### src/rtl/system_pkg.sv
// Shared constants for the binary CPU system: run-state encoding and the
// CPU fetch-state value.
package system_pkg;

    typedef enum logic [1:0] {
        ST_IDLE      = 2'd0,
        ST_LOADING   = 2'd1,
        ST_EXECUTING = 2'd2,
        ST_HALTED    = 2'd3
    } sys_state_e;

    localparam logic [1:0]  CPU_FETCH_STATE = 2'd0;
    localparam logic [15:0] PC_RESET        = 16'hFFFF;

endpackage

### src/rtl/system_sequencer_halt_detector.sv
// Program-completion detector: PC unchanged at fetch for HALT_CYCLES
// consecutive EXECUTING cycles produces a one-cycle halted indication.
module halt_detector
    import system_pkg::*;
#(
    parameter int HALT_CYCLES = 5
) (
    input  logic        clock,
    input  logic        reset_n,
    input  logic        active,
    input  logic [15:0] cpu_pc,
    input  logic        cpu_fetch,
    output logic        halted
);

    localparam int CW = $clog2(HALT_CYCLES + 1);

    logic [15:0]   prev_pc_r;
    logic [CW-1:0] stable_cnt_r;
    logic          qualify_s;

    assign qualify_s = active && cpu_fetch && (cpu_pc == prev_pc_r);
    // Fires on the edge that would bring the count to HALT_CYCLES.
    assign halted    = qualify_s && (stable_cnt_r == CW'(HALT_CYCLES - 1));

    // Track previous PC and the saturating stable-cycle count; idle outside EXECUTING.
    always_ff @(posedge clock or negedge reset_n) begin
        if (!reset_n) begin
            prev_pc_r    <= PC_RESET;
            stable_cnt_r <= {CW{1'b0}};
        end else if (!active) begin
            prev_pc_r    <= PC_RESET;
            stable_cnt_r <= {CW{1'b0}};
        end else begin
            prev_pc_r <= cpu_pc;
            if (!qualify_s) begin
                stable_cnt_r <= {CW{1'b0}};
            end else if (stable_cnt_r != CW'(HALT_CYCLES)) begin
                stable_cnt_r <= stable_cnt_r + CW'(1);
            end else begin
                stable_cnt_r <= stable_cnt_r;
            end
        end
    end

endmodule

### src/rtl/system_sequencer.sv
// Run controller IDLE -> LOADING -> EXECUTING -> HALTED with RAM port arbitration.
// Optional execution budget enabled by defining SYSTEM_SEQUENCER_TIMEOUT_EN.
module system_sequencer
    import system_pkg::*;
#(
    parameter int ADDR_WIDTH     = 16,
    parameter int DATA_WIDTH     = 16,
    parameter int HALT_CYCLES    = 5,
    parameter int TIMEOUT_CYCLES = 1000
) (
    input  logic                  clock,
    input  logic                  reset_n,
    input  logic                  start,
    output logic                  loader_start,
    input  logic                  loader_done,
    input  logic                  loader_mem_write,
    input  logic [ADDR_WIDTH-1:0] loader_mem_addr,
    input  logic [DATA_WIDTH-1:0] loader_mem_wdata,
    input  logic                  cpu_mem_write,
    input  logic [ADDR_WIDTH-1:0] cpu_mem_addr,
    input  logic [DATA_WIDTH-1:0] cpu_mem_wdata,
    input  logic [15:0]           cpu_pc,
    input  logic                  cpu_fetch,
    output logic                  cpu_run,
    output logic                  ram_write,
    output logic [ADDR_WIDTH-1:0] ram_addr,
    output logic [DATA_WIDTH-1:0] ram_wdata,
    output logic [1:0]            system_state,
    output logic                  done,
    output logic                  timeout
);

    sys_state_e state_r;
    logic       loader_start_r;
    logic       cpu_run_r;
    logic       done_r;
    logic       timeout_r;
    logic       halted_s;
    logic       timeout_hit_s;

    halt_detector #(.HALT_CYCLES(HALT_CYCLES)) u_halt_detector (
        .clock     (clock),
        .reset_n   (reset_n),
        .active    (state_r == ST_EXECUTING),
        .cpu_pc    (cpu_pc),
        .cpu_fetch (cpu_fetch),
        .halted    (halted_s)
    );

`ifdef SYSTEM_SEQUENCER_TIMEOUT_EN
    localparam int TW = $clog2(TIMEOUT_CYCLES + 1);

    logic [TW-1:0] cycle_cnt_r;

    // Count EXECUTING cycles; cleared whenever the CPU is not running.
    always_ff @(posedge clock or negedge reset_n) begin
        if (!reset_n) begin
            cycle_cnt_r <= {TW{1'b0}};
        end else if (state_r != ST_EXECUTING) begin
            cycle_cnt_r <= {TW{1'b0}};
        end else if (cycle_cnt_r != TW'(TIMEOUT_CYCLES)) begin
            cycle_cnt_r <= cycle_cnt_r + TW'(1);
        end else begin
            cycle_cnt_r <= cycle_cnt_r;
        end
    end

    assign timeout_hit_s = (state_r == ST_EXECUTING) &&
                           (cycle_cnt_r == TW'(TIMEOUT_CYCLES - 1));
`else
    assign timeout_hit_s = 1'b0;
`endif

    // Run-state machine with registered control outputs; halt outranks timeout.
    always_ff @(posedge clock or negedge reset_n) begin
        if (!reset_n) begin
            state_r        <= ST_IDLE;
            loader_start_r <= 1'b0;
            cpu_run_r      <= 1'b0;
            done_r         <= 1'b0;
            timeout_r      <= 1'b0;
        end else begin
            loader_start_r <= 1'b0;
            case (state_r)
                ST_IDLE: begin
                    if (start) begin
                        state_r        <= ST_LOADING;
                        loader_start_r <= 1'b1;
                    end else begin
                        state_r <= ST_IDLE;
                    end
                end
                ST_LOADING: begin
                    if (loader_done) begin
                        state_r   <= ST_EXECUTING;
                        cpu_run_r <= 1'b1;
                    end else begin
                        state_r <= ST_LOADING;
                    end
                end
                ST_EXECUTING: begin
                    if (halted_s) begin
                        state_r   <= ST_HALTED;
                        cpu_run_r <= 1'b0;
                        done_r    <= 1'b1;
                    end else if (timeout_hit_s) begin
                        state_r   <= ST_HALTED;
                        cpu_run_r <= 1'b0;
                        timeout_r <= 1'b1;
                    end else begin
                        state_r <= ST_EXECUTING;
                    end
                end
                ST_HALTED: begin
                    if (start) begin
                        state_r        <= ST_LOADING;
                        loader_start_r <= 1'b1;
                        done_r         <= 1'b0;
                        timeout_r      <= 1'b0;
                    end else begin
                        state_r <= ST_HALTED;
                    end
                end
                default: begin
                    state_r   <= ST_IDLE;
                    cpu_run_r <= 1'b0;
                end
            endcase
        end
    end

    // RAM port owner follows the registered state with no added latency.
    always_comb begin
        ram_write = 1'b0;
        ram_addr  = {ADDR_WIDTH{1'b0}};
        ram_wdata = {DATA_WIDTH{1'b0}};
        case (state_r)
            ST_LOADING: begin
                ram_write = loader_mem_write;
                ram_addr  = loader_mem_addr;
                ram_wdata = loader_mem_wdata;
            end
            ST_EXECUTING: begin
                ram_write = cpu_mem_write;
                ram_addr  = cpu_mem_addr;
                ram_wdata = cpu_mem_wdata;
            end
            default: begin
                ram_write = 1'b0;
                ram_addr  = {ADDR_WIDTH{1'b0}};
                ram_wdata = {DATA_WIDTH{1'b0}};
            end
        endcase
    end

    assign system_state = state_r;
    assign loader_start = loader_start_r;
    assign cpu_run      = cpu_run_r;
    assign done         = done_r;
    assign timeout      = timeout_r;

endmodule

### config.mk
export PLATFORM = sky130hd
export DESIGN_NAME = system_sequencer
export DESIGN_NICKNAME = d
export VERILOG_FILES = /design/src/rtl/system_pkg.sv /design/src/rtl/system_sequencer_halt_detector.sv /design/src/rtl/system_sequencer.sv
export SDC_FILE = /design/constraint.sdc
export NUM_CORES = 1
export LEC_CHECK = 0
export CAP_MARGIN = 25
export CORE_UTILIZATION = 34
export CTS_CLUSTER_SIZE = 20
export DETAILED_ROUTE_END_ITERATION = 8
export PLACE_DENSITY = 0.8
export SLEW_MARGIN = 20
export SYNTH_ARGS = -nofsm -noshare
export SYNTH_HDL_FRONTEND = slang
export SYNTH_SLANG_ARGS = --single-unit
### constraint.sdc
create_clock -name clock -period 2.1 [get_ports clock]
set_input_delay 0.315 -clock clock [delete_from_list [all_inputs] [get_ports clock]]
set_output_delay 0.315 -clock clock [all_outputs]
set_load 0.01 [all_outputs]
### Word level (Yosys, flattened, before mapping)

Cells that the tools add are included.

* $add $sub $neg: 1
* equal/unequal tests: 10
* multiplexer cells: 20
* reductions and logical operators: 9

Operators with widths (count)
* case mux 16 bit (2 select lines): 2
* equality test 16 bit: 1
* two-way mux 16 bit: 1
* two-way mux 3 bit: 3
* two-way mux 1 bit: 8
* case mux 2 bit (4 select lines): 1
* inequality test 2 bit (second input constant): 3
* inequality test 3 bit (second input constant): 2
* case mux 1 bit (2 select lines): 3
* AND reduction 3 bit: 2
* equality test 2 bit (second input constant): 2
* two-way mux 2 bit: 2
* nonzero test 2 bit: 2
* adder 3 x 1 -> 3 bit (second input constant): 1
* equality test 3 bit (second input constant): 1
* logical AND 1 bit: 3
* equality test 2 x 1 -> 1 bit (second input constant): 1
* logical NOT 2 bit: 1
* OR reduction 2 bit: 1

* register bits after elaboration: 24

### Logic depth before layout (Yosys ltp)

* depth in word-level cells: 6
* gate-level depth with buffers: 8

### Hierarchy

Synthesis repeated with hierarchy kept, for this count alone.

* cells, all modules: 177
* area, all modules: 1707.9 µm²

By module, submodules not included
* halt_detector: instances 1, cells each 73, area each 885.8 µm², seq. area each 495.5 µm²
* system_sequencer: instances 1, cells each 104, area each 822.0 µm², seq. area each 125.1 µm²

### Worst setup path after synthesis

No wires, ideal clock.

* kind: flip-flop to flip-flop
* start: register state_r[0] (netlist: system_state[0])
* end: register done_r (netlist: done)
* library setup time: 79 ps
* arrival time: 1809 ps
* required time: 2021 ps
* slack: 211 ps
* stages on the path, launching flop included: 8
* path buffers: 1
* cells stage by stage: dfrtp_1 > inv_1 > ha_1 > buf_6 > o211ai_2 > or4_4 > nor3_4 > mux2i_1

* word-level cells in the longest chain between the ends: 6
* elaborated cells on any way between the ends: 10

Ends and longest elaborated chain
* start, declared: RTL line system_sequencer.sv:33 `sys_state_e state_r;`
* start signal, assigned: RTL line system_sequencer.sv:77 `state_r <= ST_IDLE;`
* start signal, assigned: RTL line system_sequencer.sv:87 `state_r <= ST_LOADING;`
* start signal, assigned: RTL line system_sequencer.sv:90 `state_r <= ST_IDLE;`
* equality test 2 bit: RTL line system_sequencer.sv:44, system_sequencer.sv:84
* logical AND 1 bit (2 in a row): RTL line system_sequencer_halt_detector.sv:22 `assign qualify_s = active && cpu_fetch && (cpu_pc == prev_pc_r);`
* logical AND 1 bit: RTL line system_sequencer_halt_detector.sv:24 `assign halted = qualify_s && (stable_cnt_r == CW'(HALT_CYCLES - 1));`
* inequality test 2 bit (no line)
* AND reduction 3 bit (no line)
* end signal, assigned: RTL line system_sequencer.sv:80 `done_r <= 1'b0;`
* end signal, assigned: RTL line system_sequencer.sv:105 `done_r <= 1'b1;`
* end signal, assigned: RTL line system_sequencer.sv:118 `done_r <= 1'b0;`
* end, declared: RTL line system_sequencer.sv:36 `logic done_r;`

Several ways; a longest one is shown, not always the timed one.
A chain may end at the register's enable or synchronous reset.

### Worst setup path in the final report

* start: register state_r[0] (netlist: system_state[0])
* end: output ram_addr[12]

* word-level cells in the longest chain between the ends: 2
* elaborated cells on any way between the ends: 3

Ends and longest elaborated chain
* equality test 2 bit / equality test 2 x 1 -> 1 bit (equally long branches): RTL line system_sequencer.sv:137 `case (state_r)`
* case mux 16 bit (2 select lines) *: RTL line system_sequencer.sv:137
* end, declared: RTL line system_sequencer.sv:26 `output logic [ADDR_WIDTH-1:0] ram_addr,`

Every way passes the cells marked *; elsewhere a longest branch is shown, timed or not.

==> impl_table.tex <==
\begin{tabular}{lr}
\hline
Metric & Value \\
\hline
\multicolumn{2}{l}{\textbf{Synth}} \\
\quad Sequential fraction of the synthesis area & 36.5\% \\
\quad Fraction of synthesized cell area taken by the top area cell type & 24.7\% \\
\quad Flip-flop and latch count after synthesis & 24 \\
\quad Synthesized Nets & 280 \\
\quad Post-synth ARST share & 100\% \\
\quad Synthesized area & 1700 um\^{}2 \\
\quad Most frequently used flop master after synthesis & sky130\_fd\_sc\_hd\_\_dfstp\_2 \\
\quad Cell type with the largest total area after synthesis & sky130\_fd\_sc\_hd\_\_dfstp\_2 \\
\quad Synthesis warning total & 0 \\
\quad Number of flops mapped to enable cells by yosys & 0 \\
\quad Number of distinct library cell variants in the gate-level netlist after synthesis & 30 \\
\quad Post-Syn Instances & 186 \\
\quad Synth Area per Inst & 9.15 um\^{}2 \\
\quad Main area contributors after synthesis & sky130\_fd\_sc\_hd\_\_dfstp\_2 25\%, sky130\_fd\_sc\_hd\_\_a22oi\_1 15\%, sky130\_fd\_sc\_hd\_\_nor2b\_1 13\% \\
\multicolumn{2}{l}{\textbf{Die}} \\
\quad Placement row count & 25 \\
\quad Die Area & 5290 um\^{}2 \\
\quad Boundary pin count & 126 \\
\quad Chip width & 72.7 um \\
\quad Core Footprint & 4750 um\^{}2 \\
\quad Die Ht & 72.7 um \\
\quad Effective utilization at floorplan & 35.8\% \\
\multicolumn{2}{l}{\textbf{Worst setup path}} \\
\quad Dominant delay contributor by cell family on the critical path & buffers and inverters \\
\quad Data arrival, critical path & 1.74 ns \\
\quad Kind of capture point of the worst setup path & output pin \\
\quad Critical path's slowest cell & sky130\_fd\_sc\_hd\_\_dfrtp\_1 \\
\quad Worst-path cell chain & buf\_4, ha\_4, bufbuf\_16, a22oi\_1, nor2b\_1, clkdlybuf4s15\_1 \\
\quad Category of the most critical setup path & reg2out \\
\quad Buffers \& Inverters on Critical Path & 3 \\
\quad Critical path startpoint category & flip-flop \\
\quad Required time worst endpoint & 1.78 ns \\
\quad Biggest cell delay along the critical path & 0.40 ns \\
\quad Biggest fanout along the worst timing path & 17 \\
\multicolumn{2}{l}{\textbf{Global route}} \\
\quad GR Layer Usage met3 & 2.49\% \\
\quad Total global-route track usage & 20.7\% \\
\quad Wire length of the first global-routing pass & 8510 um \\
\quad Maximum number of pins on one net before global-route repair & 35 \\
\quad Layer with the highest usage & met2 \\
\quad Number of antenna violations at the first check in global routing & 0 \\
\quad Met1 Usage GRT & 26.4\% \\
\quad Remaining Overflow, GRT & 0 \\
\quad Via count of the first global-routing pass & 1781 \\
\quad Routing usage on met2 & 36.6\% \\
\multicolumn{2}{l}{\textbf{Clocking}} \\
\quad Cell at the root of the clock tree & sky130\_fd\_sc\_hd\_\_clkbuf\_8 \\
\quad CTS H-tree lvls & 1 \\
\quad Post-CTS Hold Fix Bufs & 0 \\
\quad Latest clock arrival within the worst-skew pair & 0.27 ns \\
\quad TritonCTS sink count & 24 \\
\quad Clock-pin slew of the registers on the worst-case setup and hold paths & 0.09 ns \\
\quad CTS tree & done \\
\quad Number of buffers created by CTS & 3 \\
\quad Maximum buffer depth of the clock tree & 2 \\
\multicolumn{2}{l}{\textbf{Route}} \\
\quad Via-to-Cell Ratio & 4.79 \\
\quad First DRT Iteration DRCs & 87 \\
\quad Total DRC errors in the routed layout & 0 \\
\quad Average wire per cell in the routed design & 15.1 um \\
\quad Overall via count from detail\_route & 1815 \\
\quad Total length of routed wires & 5730 um \\
\quad Detailed-routing iteration count for the pre-antenna-repair pass & 4 \\
\quad DRT antenna net count & 0 \\
\multicolumn{2}{l}{\textbf{STA}} \\
\quad Count of endpoints failing hold in the final timing report & 0 \\
\quad Worst setup skew after layout & 0.00215 ns \\
\quad Worst hold margin & 0.510 ns \\
\quad Fin. max-slew vios & 0 \\
\quad Share of the clock period used by the worst path & 98.1\% \\
\quad Setup-violating endpoint count in the final report & 0 \\
\quad Setup repair after global routing missed its margin & true \\
\quad Time the worst path needs with I/O delays and setup & 2.06 ns \\
\quad Max Freq & 486 MHz \\
\multicolumn{2}{l}{\textbf{Worst hold path}} \\
\quad Tightest Hold Check Type & in2async \\
\multicolumn{2}{l}{\textbf{Cells and area}} \\
\quad Layout cell share with drive strength beyond 1 & 17.3\% \\
\quad Antenna Diode Count & 0 \\
\quad FF/Latch Area & 621 um\^{}2 \\
\quad Fin nets & 407 \\
\quad Area grow syn2layout & 89.7\% \\
\quad Final Cell Area & 3230 um\^{}2 \\
\quad Fill cell instance count of the final layout & 392 \\
\quad Total area of multi-input combinational cells & 1070 um\^{}2 \\
\quad Fraction of the core area covered by cells at the end of the flow & 67.9\% \\
\multicolumn{2}{l}{\textbf{Run status}} \\
\quad Run status & finished, final reports clean \\
\multicolumn{2}{l}{\textbf{Flow run}} \\
\quad Maximum capacitance violations & 0 \\
\multicolumn{2}{l}{\textbf{Place}} \\
\quad Dpl cell area & 3070 um\^{}2 \\
\quad Half-perimeter wire length after placement & 4280 um \\
\quad Routability-driven placement congestion ratio & 0.710 \\
\quad Number of port buffers & 124 \\
\multicolumn{2}{l}{\textbf{Power and ir drop}} \\
\quad Total power after layout & 0.00332 W \\
\quad Power density over the cells & 1030 nW/um\^{}2 \\
\quad Leakage power of the design & 1.30 nW \\
\quad VDD IR max & 1080 uV \\
\hline
\end{tabular}
-- power by group --
| group | total [W] | switching (W) | internal (W) |
|---|---|---|---|
| Sequential | 0.000584 | 0.0000302 | 0.000554 |
| Clock | 0.000411 | 0.000156 | 0.000255 |
| Combinational | 0.00232 | 0.00107 | 0.00125 |
-- sequential cells by signal (all words and copies together) (netlist names) --
name / cells
u_halt_detector.stable_cnt_r: 3
u_halt_detector.prev_pc_r: 16
system_state: 2
cpu_run: 1
done: 1
loader_start: 1
-- final cells by class --
| class | count | share of cell area, % |
|---|---|---|
| Clock buffer | 3 | 1.28 |
| Clock inverter | 1 | 0.930 |
| Inverter | 8 | 0.930 |
| Multi-Input combinational cell | 140 | 33.1 |
| Sequential cell | 24 | 19.2 |
| Tap cell | 67 | 2.60 |
| Timing Repair Buffer | 136 | 42.0 |
-- routing by layer --
metal | routed length (um) | up-vias | share of wire (%)
met5 | 0 | - | 0
met4 | 110 | 0 | 1.9
met3 | 216 | 10 | 3.8
met2 | 3100 | 56 | 54
met1 | 2310 | 854 | 40
li1 | - | 895 | -
-- through the flow --
stage,cells,worst slack [ns],setup TNS (ns)
after floorplan,186,0.211,0
after global placement,372,0.0919,0
after detailed placement,372,0.00418,0
after CTS,379,0.00130,0
after global routing,379,-0.0196,-0.0724
final,379,0.0404,0
-- placed cells by master, fill, tap and decap left out --
cell / netlist / layout
sky130_fd_sc_hd__bufinv_16: 0 / 1
sky130_fd_sc_hd__a22oi_1: 33 / 22
sky130_fd_sc_hd__nand2_1: 6 / 6
sky130_fd_sc_hd__o41a_1: 1 / 1
sky130_fd_sc_hd__ha_1: 7 / 5
sky130_fd_sc_hd__nor3_4: 1 / 1
sky130_fd_sc_hd__nand4_1: 1 / 1
sky130_fd_sc_hd__nand3b_1: 1 / 1
sky130_fd_sc_hd__mux2i_1: 2 / 2
sky130_fd_sc_hd__nand2b_1: 16 / 16
sky130_fd_sc_hd__conb_1: 1 / 1
sky130_fd_sc_hd__dfstp_2: 16 / 16
sky130_fd_sc_hd__nor4_1: 1 / 1
sky130_fd_sc_hd__xor2_1: 7 / 7
sky130_fd_sc_hd__buf_12: 0 / 3
sky130_fd_sc_hd__bufbuf_16: 0 / 1
sky130_fd_sc_hd__ha_4: 0 / 2
sky130_fd_sc_hd__inv_1: 8 / 8
sky130_fd_sc_hd__o21ai_0: 2 / 2
sky130_fd_sc_hd__clkdlybuf4s50_1: 0 / 91
sky130_fd_sc_hd__a222oi_1: 1 / 1
sky130_fd_sc_hd__dlygate4sd2_1: 0 / 17
sky130_fd_sc_hd__or4_4: 1 / 1
sky130_fd_sc_hd__nor2b_1: 34 / 34
sky130_fd_sc_hd__clkbuf_2: 0 / 4
sky130_fd_sc_hd__nor2_1: 7 / 7
sky130_fd_sc_hd__clkdlybuf4s15_1: 0 / 10
sky130_fd_sc_hd__nor3_1: 4 / 4
sky130_fd_sc_hd__clkbuf_8: 0 / 3
sky130_fd_sc_hd__a21oi_1: 3 / 3
sky130_fd_sc_hd__a22oi_2: 0 / 11
sky130_fd_sc_hd__o211ai_2: 1 / 1
sky130_fd_sc_hd__o22ai_1: 1 / 1
sky130_fd_sc_hd__xnor2_1: 7 / 7
sky130_fd_sc_hd__buf_4: 1 / 8
sky130_fd_sc_hd__a31oi_1: 1 / 1
sky130_fd_sc_hd__clkdlybuf4s15_2: 0 / 2
sky130_fd_sc_hd__dfrtp_1: 8 / 8
sky130_fd_sc_hd__nand3_1: 1 / 1
-- worst paths after layout --
check,from,to,slack [ns],depth (start not counted)
max,system_state[0],ram_addr[12],0.04,6
min,reset_n,u_halt_detector.prev_pc_r[2],0.51,1
max reg2reg,system_state[0],done,0.22,6
min reg2reg,cpu_run,cpu_run,0.57,2
max in group asynchronous,reset_n,u_halt_detector.prev_pc_r[11],1.24,2
min in group clock,cpu_run,cpu_run,0.57,2
-- synthesized netlist by cell type (2+ instances only) --
cell and instances:
sky130_fd_sc_hd__clkbuf_1 12, sky130_fd_sc_hd__nor3_1 4, sky130_fd_sc_hd__dfstp_2 16, sky130_fd_sc_hd__dfrtp_1 8
sky130_fd_sc_hd__xnor2_1 7, sky130_fd_sc_hd__a22oi_1 33, sky130_fd_sc_hd__nor2b_1 34, sky130_fd_sc_hd__nand2_1 6
sky130_fd_sc_hd__inv_1 8, sky130_fd_sc_hd__mux2i_1 2, sky130_fd_sc_hd__nor2_1 7, sky130_fd_sc_hd__xor2_1 7
sky130_fd_sc_hd__o21ai_0 2, sky130_fd_sc_hd__a21oi_1 3, sky130_fd_sc_hd__nand2b_1 16, sky130_fd_sc_hd__ha_1 7
-- cells by family (layout without fill, tap and decap cells) --
family	count (synthesis)	count (layout)	share of synthesized area, %
AO/OA/AOI/OAI	43	43	18.8
XOR/XNOR	14	14	7.21
adder cells (fa/ha/maj)	7	7	5.15
buffers and inverters	22	148	5.51
flip-flops	24	24	36.5
multiplexers	2	2	1.18
other	1	1	0.220
AND/OR/NAND/NOR	73	73	25.5
-- what timing repair did --
| item | 4_1_cts | 5_1_grt |
|---|---|---|
| hold endpoints to repair | 0 | 0 |
| pin swaps | 0 | 0 |
| endpoints found under the setup margin | 33 | 18 |
| gates cloned | 1 | 0 |
| gates resized for setup | 46 | 23 |
| buffers inserted | 2 | 0 |
(Power assumes the default switching activity.)
